[src/rtl/fosfor_present_host.sv]
// fosfor_present_host: PRESENT nibble-bus initiator that uploads key/plaintext, starts, polls and reads back the ciphertext.
// Define FOSFOR_KEY_CACHE_EN to skip re-uploading a key equal to the one used by the last completed run.
module fosfor_present_host #(
    parameter int START_HOLDOFF  = 2,
    parameter int TIMEOUT_CYCLES = 1024
) (
    input  logic        Clk_ik,
    input  logic        Reset_irn,
    input  logic        Start_i,
    input  logic [63:0] PlainText_ib,
    input  logic [79:0] Key_ib,
    output logic        Busy_o,
    output logic        Done_o,
    output logic        Error_o,
    output logic [63:0] CipherText_ob,
    output logic [1:0]  BusAddr_ob,
    output logic [3:0]  BusData_ob,
    input  logic [7:0]  BusData_ib
);
    localparam int PW = $clog2(TIMEOUT_CYCLES + 1);
    typedef enum logic [2:0] {S_IDLE, S_UPLOAD, S_START, S_POLL, S_READ, S_DONE, S_ERR} state_t;
    state_t        r_state, w_state;
    logic [4:0]    r_byte, w_byte, w_off;
    logic [2:0]    r_ph, w_ph;
    logic [PW-1:0] r_poll, w_poll, w_poll_n;
    logic [79:0]   r_key;
    logic [63:0]   r_pt, r_ct;
    logic [7:0]    w_a8, w_d8, w_sel;
    logic [1:0]    w_addr;
    logic [3:0]    w_data;
    logic          w_accept, w_skip;

`ifdef FOSFOR_KEY_CACHE_EN
    logic [79:0] r_key_held;
    logic        r_key_valid;
    assign w_skip = r_key_valid && (Key_ib == r_key_held);
    always_ff @(posedge Clk_ik or negedge Reset_irn) begin
        if (!Reset_irn) begin
            r_key_held  <= '0;
            r_key_valid <= 1'b0;
        end else if (r_state == S_DONE) begin
            r_key_held  <= r_key;
            r_key_valid <= 1'b1;
        end else if (r_state == S_ERR) begin
            r_key_valid <= 1'b0;
        end
    end
`else
    assign w_skip = 1'b0;
`endif

    assign w_accept = (r_state == S_IDLE) && Start_i;
    assign w_poll_n = r_poll + PW'(1);

    // Bus values are derived from the next state/counters so they leave the flops with the state.
    always_comb begin
        w_state = r_state;
        w_byte  = r_byte;
        w_ph    = r_ph + 3'd1;
        w_poll  = r_poll;
        case (r_state)
            S_IDLE: if (w_accept) begin
                w_state = S_UPLOAD;
                w_byte  = w_skip ? 5'd10 : 5'd0;
                w_ph    = 3'd0;
            end
            S_UPLOAD: if (r_ph == 3'd7) begin
                w_state = (r_byte == 5'd17) ? S_START : S_UPLOAD;
                w_byte  = r_byte + 5'd1;
            end
            S_START: if (r_ph[0]) begin
                w_state = S_POLL;
                w_poll  = '0;
            end
            S_POLL: begin
                w_poll = w_poll_n;
                if (w_poll_n > PW'(START_HOLDOFF) && BusData_ib[0]) begin
                    w_state = S_READ;
                    w_byte  = 5'd0;
                    w_ph    = 3'd0;
                end else if (w_poll_n == PW'(TIMEOUT_CYCLES)) begin
                    w_state = S_ERR;
                end
            end
            S_READ: if (r_ph == 3'd4) begin
                w_ph    = 3'd0;
                w_byte  = r_byte + 5'd1;
                w_state = (r_byte == 5'd7) ? S_DONE : S_READ;
            end
            default: w_state = S_IDLE;
        endcase
        w_off  = w_byte - 5'd10;
        w_a8   = (w_state == S_READ) ? {5'd0, w_byte[2:0]} :
                 (w_byte < 5'd10) ? {4'h1, w_byte[3:0]} : {4'h0, w_off[3:0]};
        w_d8   = (w_state == S_READ) ? 8'h00 :
                 (w_byte < 5'd10) ? 8'(r_key >> {w_byte, 3'b000}) : 8'(r_pt >> {w_off, 3'b000});
        w_sel  = w_ph[2] ? w_d8 : w_a8;
        w_addr = 2'b00;
        w_data = 4'h0;
        if (w_state == S_UPLOAD || w_state == S_READ) begin
            w_addr = {~w_ph[1], w_ph[0] ^ w_ph[1]};
            w_data = w_ph[1] ? (w_ph[0] ? 4'h0 : (w_ph[2] ? 4'h4 : 4'h1)) :
                     (w_ph[0] ? w_sel[7:4] : w_sel[3:0]);
        end else if (w_state == S_START && !w_ph[0]) begin
            w_addr = 2'b01;
            w_data = 4'h8;
        end
    end

    always_ff @(posedge Clk_ik or negedge Reset_irn) begin
        if (!Reset_irn) begin
            r_state       <= S_IDLE;
            r_byte        <= '0;
            r_ph          <= '0;
            r_poll        <= '0;
            r_key         <= '0;
            r_pt          <= '0;
            r_ct          <= '0;
            Busy_o        <= 1'b0;
            Done_o        <= 1'b0;
            Error_o       <= 1'b0;
            CipherText_ob <= '0;
            BusAddr_ob    <= '0;
            BusData_ob    <= '0;
        end else begin
            r_state    <= w_state;
            r_byte     <= w_byte;
            r_ph       <= w_ph;
            r_poll     <= w_poll;
            BusAddr_ob <= w_addr;
            BusData_ob <= w_data;
            Done_o     <= (r_state == S_DONE);
            if (w_accept) begin
                r_key   <= Key_ib;
                r_pt    <= PlainText_ib;
                Busy_o  <= 1'b1;
                Error_o <= 1'b0;
            end
            if (r_state == S_READ && r_ph == 3'd4)
                r_ct <= {BusData_ib, r_ct[63:8]};
            if (r_state == S_DONE) begin
                CipherText_ob <= r_ct;
                Busy_o        <= 1'b0;
            end
            if (w_state == S_ERR) begin
                Error_o <= 1'b1;
                Busy_o  <= 1'b0;
            end
        end
    end
endmodule

[config.mk]
export PLATFORM = sky130hd
export DESIGN_NAME = fosfor_present_host
export DESIGN_NICKNAME = d
export VERILOG_FILES = /design/src/rtl/fosfor_present_host.sv
export SDC_FILE = /design/constraint.sdc
export NUM_CORES = 1
export LEC_CHECK = 0
export ABC_AREA = 1
export CORE_MARGIN = 3
export CORE_UTILIZATION = 58
export CTS_CLUSTER_SIZE = 20
export DETAILED_ROUTE_END_ITERATION = 7
export PLACE_DENSITY = 0.91
export SLEW_MARGIN = 10
export SYNTH_ARGS = -nofsm -noshare
export SYNTH_HDL_FRONTEND = slang
export SYNTH_SLANG_ARGS = --single-unit
[constraint.sdc]
create_clock -name Clk_ik -period 5.74 [get_ports Clk_ik]
set_clock_uncertainty 0.2 [all_clocks]
set_input_delay 0.861 -clock Clk_ik [delete_from_list [all_inputs] [get_ports Clk_ik]]
set_output_delay 0.861 -clock Clk_ik [all_outputs]
set_load 0.005 [all_outputs]
==> results of run 1 <==
## cells in the final DEF (no fill, tap or decap), types with 3 or more instances in the layout
cell,n
a211oi_1,3
a21oi_1,40
buf_4,6
bufinv_16,6
clkbuf_16,30
clkbuf_8,4
clkdlybuf4s50_1,226
clkinv_2,4
clkinv_4,3
clkinvlp_4,4
dfrtp_1,303
ha_1,8
inv_1,161
inv_2,7
inv_6,3
nand2_1,619
nand2_2,12
nand2_4,5
nand3_1,67
nand3_2,5
nand4_1,5
nor2_1,47
nor2_2,3
nor2_4,3
o211ai_1,21
o21ai_0,227
o21ai_1,16
o22ai_1,8
## state kept, by name, indices dropped and copies added, names as in the netlist
name / flops
r_key: 80
CipherText_ob: 64
r_ct: 64
r_pt: 64
r_poll: 11
r_byte: 5
BusData_ob: 4
r_ph: 3
r_state: 3
BusAddr_ob: 2
Busy_o: 1
Done_o: 1
Error_o: 1
## where the power goes
| part | internal [µW] | switching (µW) | total [µW] |
|---|---|---|---|
| combinational | 94.1 | 60.1 | 154 |
| sequential | 2140 | 0.991 | 2140 |
| clock | 1300 | 905 | 2200 |
| total | 3530 | 966 | 4500 |
## cell type report
type	instances	share of cell area
clock inverter	21	0.0184
inverter	170	0.0376
tap	313	0.0229
multi-input combinational	1107	0.292
clock buffer	35	0.0473
antenna	1	0.000146
timing repair buffer	235	0.138
sequential	303	0.443
## critical path, delay by kind of cell (launching register included)
kind	cells	cell delay [ns]
DFF	1	0.45
buffers and inverters	1	0.62
and+or+nand+nor	18	2.16
adders and majority gates	1	0.29
AOI/OAI and AO/OA	2	0.32
## layer usage
layer	wire length, µm	vias up	track usage
li1	-	5616	-
met1	14700	5723	0.383
met2	18400	630	0.495
met3	2950	137	0.0468
met4	1690	0	0.129
met5	0	-	0
## through the flow
step / instances / total power (µW) / utilization / cell area (µm²) / setup slack [ns]
global placement: 2128 / 2330 / 0.699 / 16000 / 1.69
CTS: 2184 / 4500 / 0.749 / 17100 / 1.62
floorplan: 1664 / 2180 / - / 13600 / 2.50
finish: 2185 / 4500 / 0.749 / 17100 / 1.58
global route: 2185 / 4610 / 0.749 / 17100 / 1.19
detailed placement: 2128 / 2340 / 0.699 / 16000 / 1.63
## logic make-up after synthesis
| logic type | share of synthesized area |
|---|---|
| buf+inv | 0.0762 |
| xor+xnor | 0.00313 |
| fa+ha+maj | 0.00736 |
| simple gates | 0.231 |
| compound gates | 0.125 |
| flops | 0.557 |
## path summary, 6_finish.rpt
| kind | to | depth (start not counted) | slack, ns |
|---|---|---|---|
| min in group Clk_ik | CipherText_ob[7] | 2 | 0.27 |
| worst min register to register | CipherText_ob[7] | 2 | 0.27 |
| worst max-delay path | BusData_ob[1] | 22 | 1.58 |
| max in group asynchronous | r_pt[12] | 2 | 3.98 |
| worst min-delay path | r_poll[5] | 1 | 0.09 |
| worst max register to register | BusData_ob[1] | 22 | 1.58 |
## cells in the mapped netlist
| cell | number | area, µm² |
|---|---|---|
| nand2_1 | 620 | 2330 |
| dfrtp_1 | 303 | 7580 |
| o21ai_0 | 227 | 1140 |
| inv_1 | 163 | 612 |
| nand3_1 | 68 | 340 |
| clkbuf_1 | 61 | 229 |
| nor2_1 | 47 | 176 |
| a21oi_1 | 40 | 200 |
| o211ai_1 | 21 | 158 |
| o21ai_1 | 16 | 80.1 |
| nand2_2 | 11 | 68.8 |
| buf_2 | 9 | 45.0 |
| buf_6 | 8 | 90.1 |
| ha_1 | 8 | 100 |
| o22ai_1 | 8 | 50.1 |
| inv_2 | 6 | 22.5 |
| nand2_4 | 5 | 56.3 |
| nand3_2 | 5 | 50.1 |
| nand4_1 | 5 | 31.3 |
| a211oi_1 | 3 | 22.5 |
| buf_1 | 3 | 11.3 |
| buf_4 | 3 | 22.5 |
| nor2_2 | 3 | 18.8 |
| nor2_4 | 3 | 33.8 |
| nor3_1 | 2 | 10.0 |
| o21ai_2 | 2 | 17.5 |
| or2_2 | 2 | 12.5 |
| xnor2_1 | 2 | 17.5 |
| a22o_1 | 1 | 8.76 |
| clkinv_1 | 1 | 3.75 |
| nand3b_1 | 1 | 7.51 |
| nor4_1 | 1 | 6.26 |
| o21bai_1 | 1 | 7.51 |
| o221ai_1 | 1 | 8.76 |
| o31ai_1 | 1 | 7.51 |
| or2_1 | 1 | 6.26 |
| xor2_1 | 1 | 8.76 |
| xor2_2 | 1 | 16.3 |
==> metrics, run 1 <==
status complete, no violations; CP Class register to register; Max Fclk ~240 MHz; Slew Limit Headroom 0.262; gp weighted congestion 0.913; drt first pass iters 7; vias in the first global route 12300; Data arrival, critical path roughly 4.4 ns; Area Overhead vs Synth 25.8%; Critical Path Source r_poll[0]; Rows 55; Worst setup SP type register; max_cap viols 0; Detailed Place HPWL ~25 mm; actual slew at the worst max-slew pin 1.11 ns; Post-Syn Area ~14000 µm²; Final setup viols 0; # hold bufs at CTS 0; initial antenna violation count 1; clock root cell clkbuf_16; Post CTS Setup Buffer Count 0; CTS resizes 0; worst hold margin approximately 0.09 ns; Slowest cell on crit path inv_2; PD cells 263 nW/µm²; core area 22800 µm²; cell mode on critical path nand2_1; Vias/cell 5.54; Final ANT Viol Nets 0; Crit Path Max Fanout 32; Residual DRC 0; Max Slew Vio Count 0; min cycle time layout 4.16 ns; #FFs+latches synth approximately 300; Port-buffer cells around 230; Worst Setup End Kind register; fin crit share 0.724; Worst-Skew Late Latency slightly below 0.6 ns; Clock Sinks 303; final wirelength between 30 and 40 mm; Crit path required time 6.00 ns; H-tree depth 1; Top Ports ~230; Vias about 12000; Die Area 25300 µm²; RSZ-0062 raised after global routing no; cts bufs inserted 30; area of the multi-input gates roughly 5000 µm²; CTS max path bufs 3; clock-pin slew on the worst setup and hold paths 0.07 ns; CTS tree done; 1st-iter DRT viols 1335; Gate Count Post-Synth 1664; Synthesis Warnings 0; register area 7580 µm²; final setup TNS 0 ns; Distinct cells, synth 38; Slowest Stage Delay on Critical Path ~0.62 ns; r2r startpoint r_poll[0]; wire per inst 17.2 µm; initial core utilization 0.595; Syn Nets 1827; Total Nets Final 2010; sequential share of the synthesized area 0.557; crit-path cells ha_1, nand2_2, nor2_4, nand3_1, nand2_1, nand3_1, nor2_2, nand3_2, nand2_2, nand2_2, nand2_1, nand2_2, inv_2, nand2_1, o22ai_1, nand2_1, nand3_1, nand2_1, nand2_1, nand2_1, a21oi_1, nor2_1; GRT Util Overall 0.295; synthesized area per cell between 8 and 9 µm²; Worst VDD drop 0.231 mV; final hold violations 0; global route overflow 0; share of cells above drive strength 1 0.0567; Hold WC Path Type input port to async pin; Die H 159 µm; Leak 0.00812 µW; die width approximately 160 µm; first-pass GRT wire length 61.3 mm; largest net degree at the start of global routing 162; fillers 1575
No activity file was read; power rests on OpenSTA's default activity.
==> run 2, diff against run 1 <==
CORE_UTILIZATION = 54   (was 58)
PLACE_DENSITY = 0.86   (was 0.91)
clock period = 3.9 ns   (was 5.74 ns; I/O delays follow)
==> metrics, run 2 (synthesis gave the netlist of run 1 again) <==
Slowest cell on crit path dfrtp_1 (was inv_2); Worst Setup End Kind register (unchanged); Max Fclk 280 MHz (was 241 MHz); Max Slew Vio Count 0 (unchanged); final hold violations 0 (unchanged); vias in the first global route 11400 (was 12300); global route overflow 0 (unchanged); gp weighted congestion 0.920 (was 0.913); share of cells above drive strength 1 0.0612 (was 0.0567); first-pass GRT wire length 57.2 mm (was 61.3 mm); Leak 0.00814 µW (was 0.00812 µW); status complete, no violations (unchanged); final setup TNS 0 ns (unchanged); Hold WC Path Type register to register (was input port to async pin); commonest non-fill, non-tap cell in the layout nand2_1 (unchanged); buffers and inverters on the worst path 1 (unchanged); Top Ports 228 (unchanged); RSZ-0062 raised after global routing no (unchanged); Area Overhead vs Synth 26.2% (was 25.8%); critical path's top delay family simple AND/OR/NAND/NOR gates (unchanged); CTS tree done (unchanged); Slew Limit Headroom 0.321 (was 0.262); Detailed Place HPWL 24.8 mm (was 25.1 mm); max_cap viols 0 (unchanged); CP Class register to register (unchanged); Rows 57 (was 55); wire per inst 16.1 µm (was 17.2 µm); CTS max path bufs 3 (unchanged); commonest cells after routing, fill and taps aside nand2_1, dfrtp_1, o21ai_0 (unchanged); fin crit share 0.915 (was 0.724); Residual DRC 0 (unchanged); Data arrival, critical path 3.80 ns (was 4.41 ns); Worst setup SP type register (unchanged); initial antenna violation count 0 (was 1); Vias 11900 (was 12100); Slowest Stage Delay on Critical Path 0.45 ns (was 0.62 ns); initial core utilization 0.554 (was 0.595); Final setup viols 0 (unchanged); drt first pass iters 7 (unchanged); clock-pin slew on the worst setup and hold paths 0.07 ns (about the same); GRT Util Overall 0.263 (was 0.295); actual slew at the worst max-slew pin 1.02 ns (was 1.11 ns); Total Nets Final 2019 (was 2010); clock root cell clkbuf_16 (unchanged); Worst VDD drop 0.308 mV (was 0.231 mV); Tot Pwr 6390 µW (was 4500 µW); H-tree depth 1 (unchanged); Clock Sinks 303 (unchanged); Worst-Skew Late Latency 0.55 ns (was 0.58 ns); Vias/cell 5.39 (was 5.54); 1st-iter DRT viols 1403 (was 1335); Die H 165 µm (was 159 µm); min cycle time layout 3.57 ns (was 4.16 ns); Crit Path Max Fanout 44 (was 32); PD cells 372 nW/µm² (was 263 nW/µm²); Port-buffer cells 227 (unchanged); cts bufs inserted 29 (was 30); Top reg by flops r_key (unchanged); die width 165 µm (was 159 µm); core area 24500 µm² (was 22800 µm²); Largest register FFs 80 (unchanged); crit-path cells ha_2, nand2_2, nor2_4, nand3_1, nand2_1, nand3_1, nor2_2, nand3_2, nand2_2, nand2_2, nand2_4, nand2_4, buf_4, o21ai_0, a21oi_1, o21ai_0, nand2_1, nand2_1, nand3_1, nand3_1, nand2_1 (was ha_1, nand2_2, nor2_4, nand3_1, nand2_1, nand3_1, nor2_2, nand3_2, nand2_2, nand2_2, nand2_1, nand2_2, inv_2, nand2_1, o22ai_1, nand2_1, nand3_1, nand2_1, nand2_1, nand2_1, a21oi_1, nor2_1); Post CTS Setup Buffer Count 0 (unchanged); largest net degree at the start of global routing 122 (was 162); Crit path required time 4.13 ns (was 6.00 ns); Final ANT Viol Nets 0 (unchanged); final wirelength 35.5 mm (was 37.7 mm); Die Area 27100 µm² (was 25300 µm²); register-to-register setup slack 0.33 ns (was 1.58 ns)
[run 2: where the power goes]
part / total (µW) / leakage, µW / internal (µW) / switching (µW)
Combinational: 229 / 0.00380 / 141 / 87.7
Sequential: 3150 / 0.00384 / 3150 / 1.22
Clock: 3020 / 0.000510 / 1790 / 1230
Total: 6390 / 0.00814 / 5070 / 1320
[run 2: metal layers]
metal / vias to the layer above / GRT usage / wire (µm)
li1: 5654 / - / -
met1: 5550 / 0.350 / 14400
met2: 575 / 0.439 / 17100
met3: 99 / 0.0439 / 2730
met4: 0 / 0.0915 / 1210
met5: - / 0 / 0
[run 2: worst paths after layout]
kind,startpoint,endpoint,cells after the start
setup / recovery,r_poll[0],BusData_ob[3],21
hold / removal,CipherText_ob[3],CipherText_ob[3],2
setup reg to reg,r_poll[0],BusData_ob[3],21
hold reg to reg,CipherText_ob[3],CipherText_ob[3],2
max in group asynchronous,Reset_irn,CipherText_ob[53],3
min in group asynchronous,Reset_irn,CipherText_ob[8],2
[run 2: worst min-delay path, stage by stage, from the launching register on]
cell and delay [ns]:
dfrtp_1 0.34, nand2_1 0.05, nand2_1 0.05
[run 2: repair_timing]
action	CTS	global route
hold buffers	1	0
setup endpoints to repair	0	4
hold endpoints to repair	86	0
gates resized for setup	0	8
[run 2: metrics by stage]
| stage | setup slack (ns) | cells | utilization | instance area [µm²] | hold slack, ns |
|---|---|---|---|---|---|
| floorplan | 0.657 | 1664 | - | 13600 | 0.0894 |
| global placement | 0.413 | 2148 | 0.656 | 16100 | 0.254 |
| detailed placement | 0.295 | 2148 | 0.656 | 16100 | 0.258 |
| CTS | 0.281 | 2203 | 0.699 | 17100 | 0.273 |
| global route | 0.0210 | 2203 | 0.700 | 17200 | 0.287 |
| finish | 0.330 | 2204 | 0.700 | 17200 | 0.272 |
[run 2: area by class of cell]
class | instances | area [µm²]
clock buffers | 34 | 785
multi-input cells | 1107 | 5020
diodes | 1 | 2.50
fillers | 1818 | 7370
flip-flops and latches | 303 | 7580
repair buffers | 245 | 2460
inverters | 170 | 651
clock inverters | 20 | 258
well taps | 324 | 405
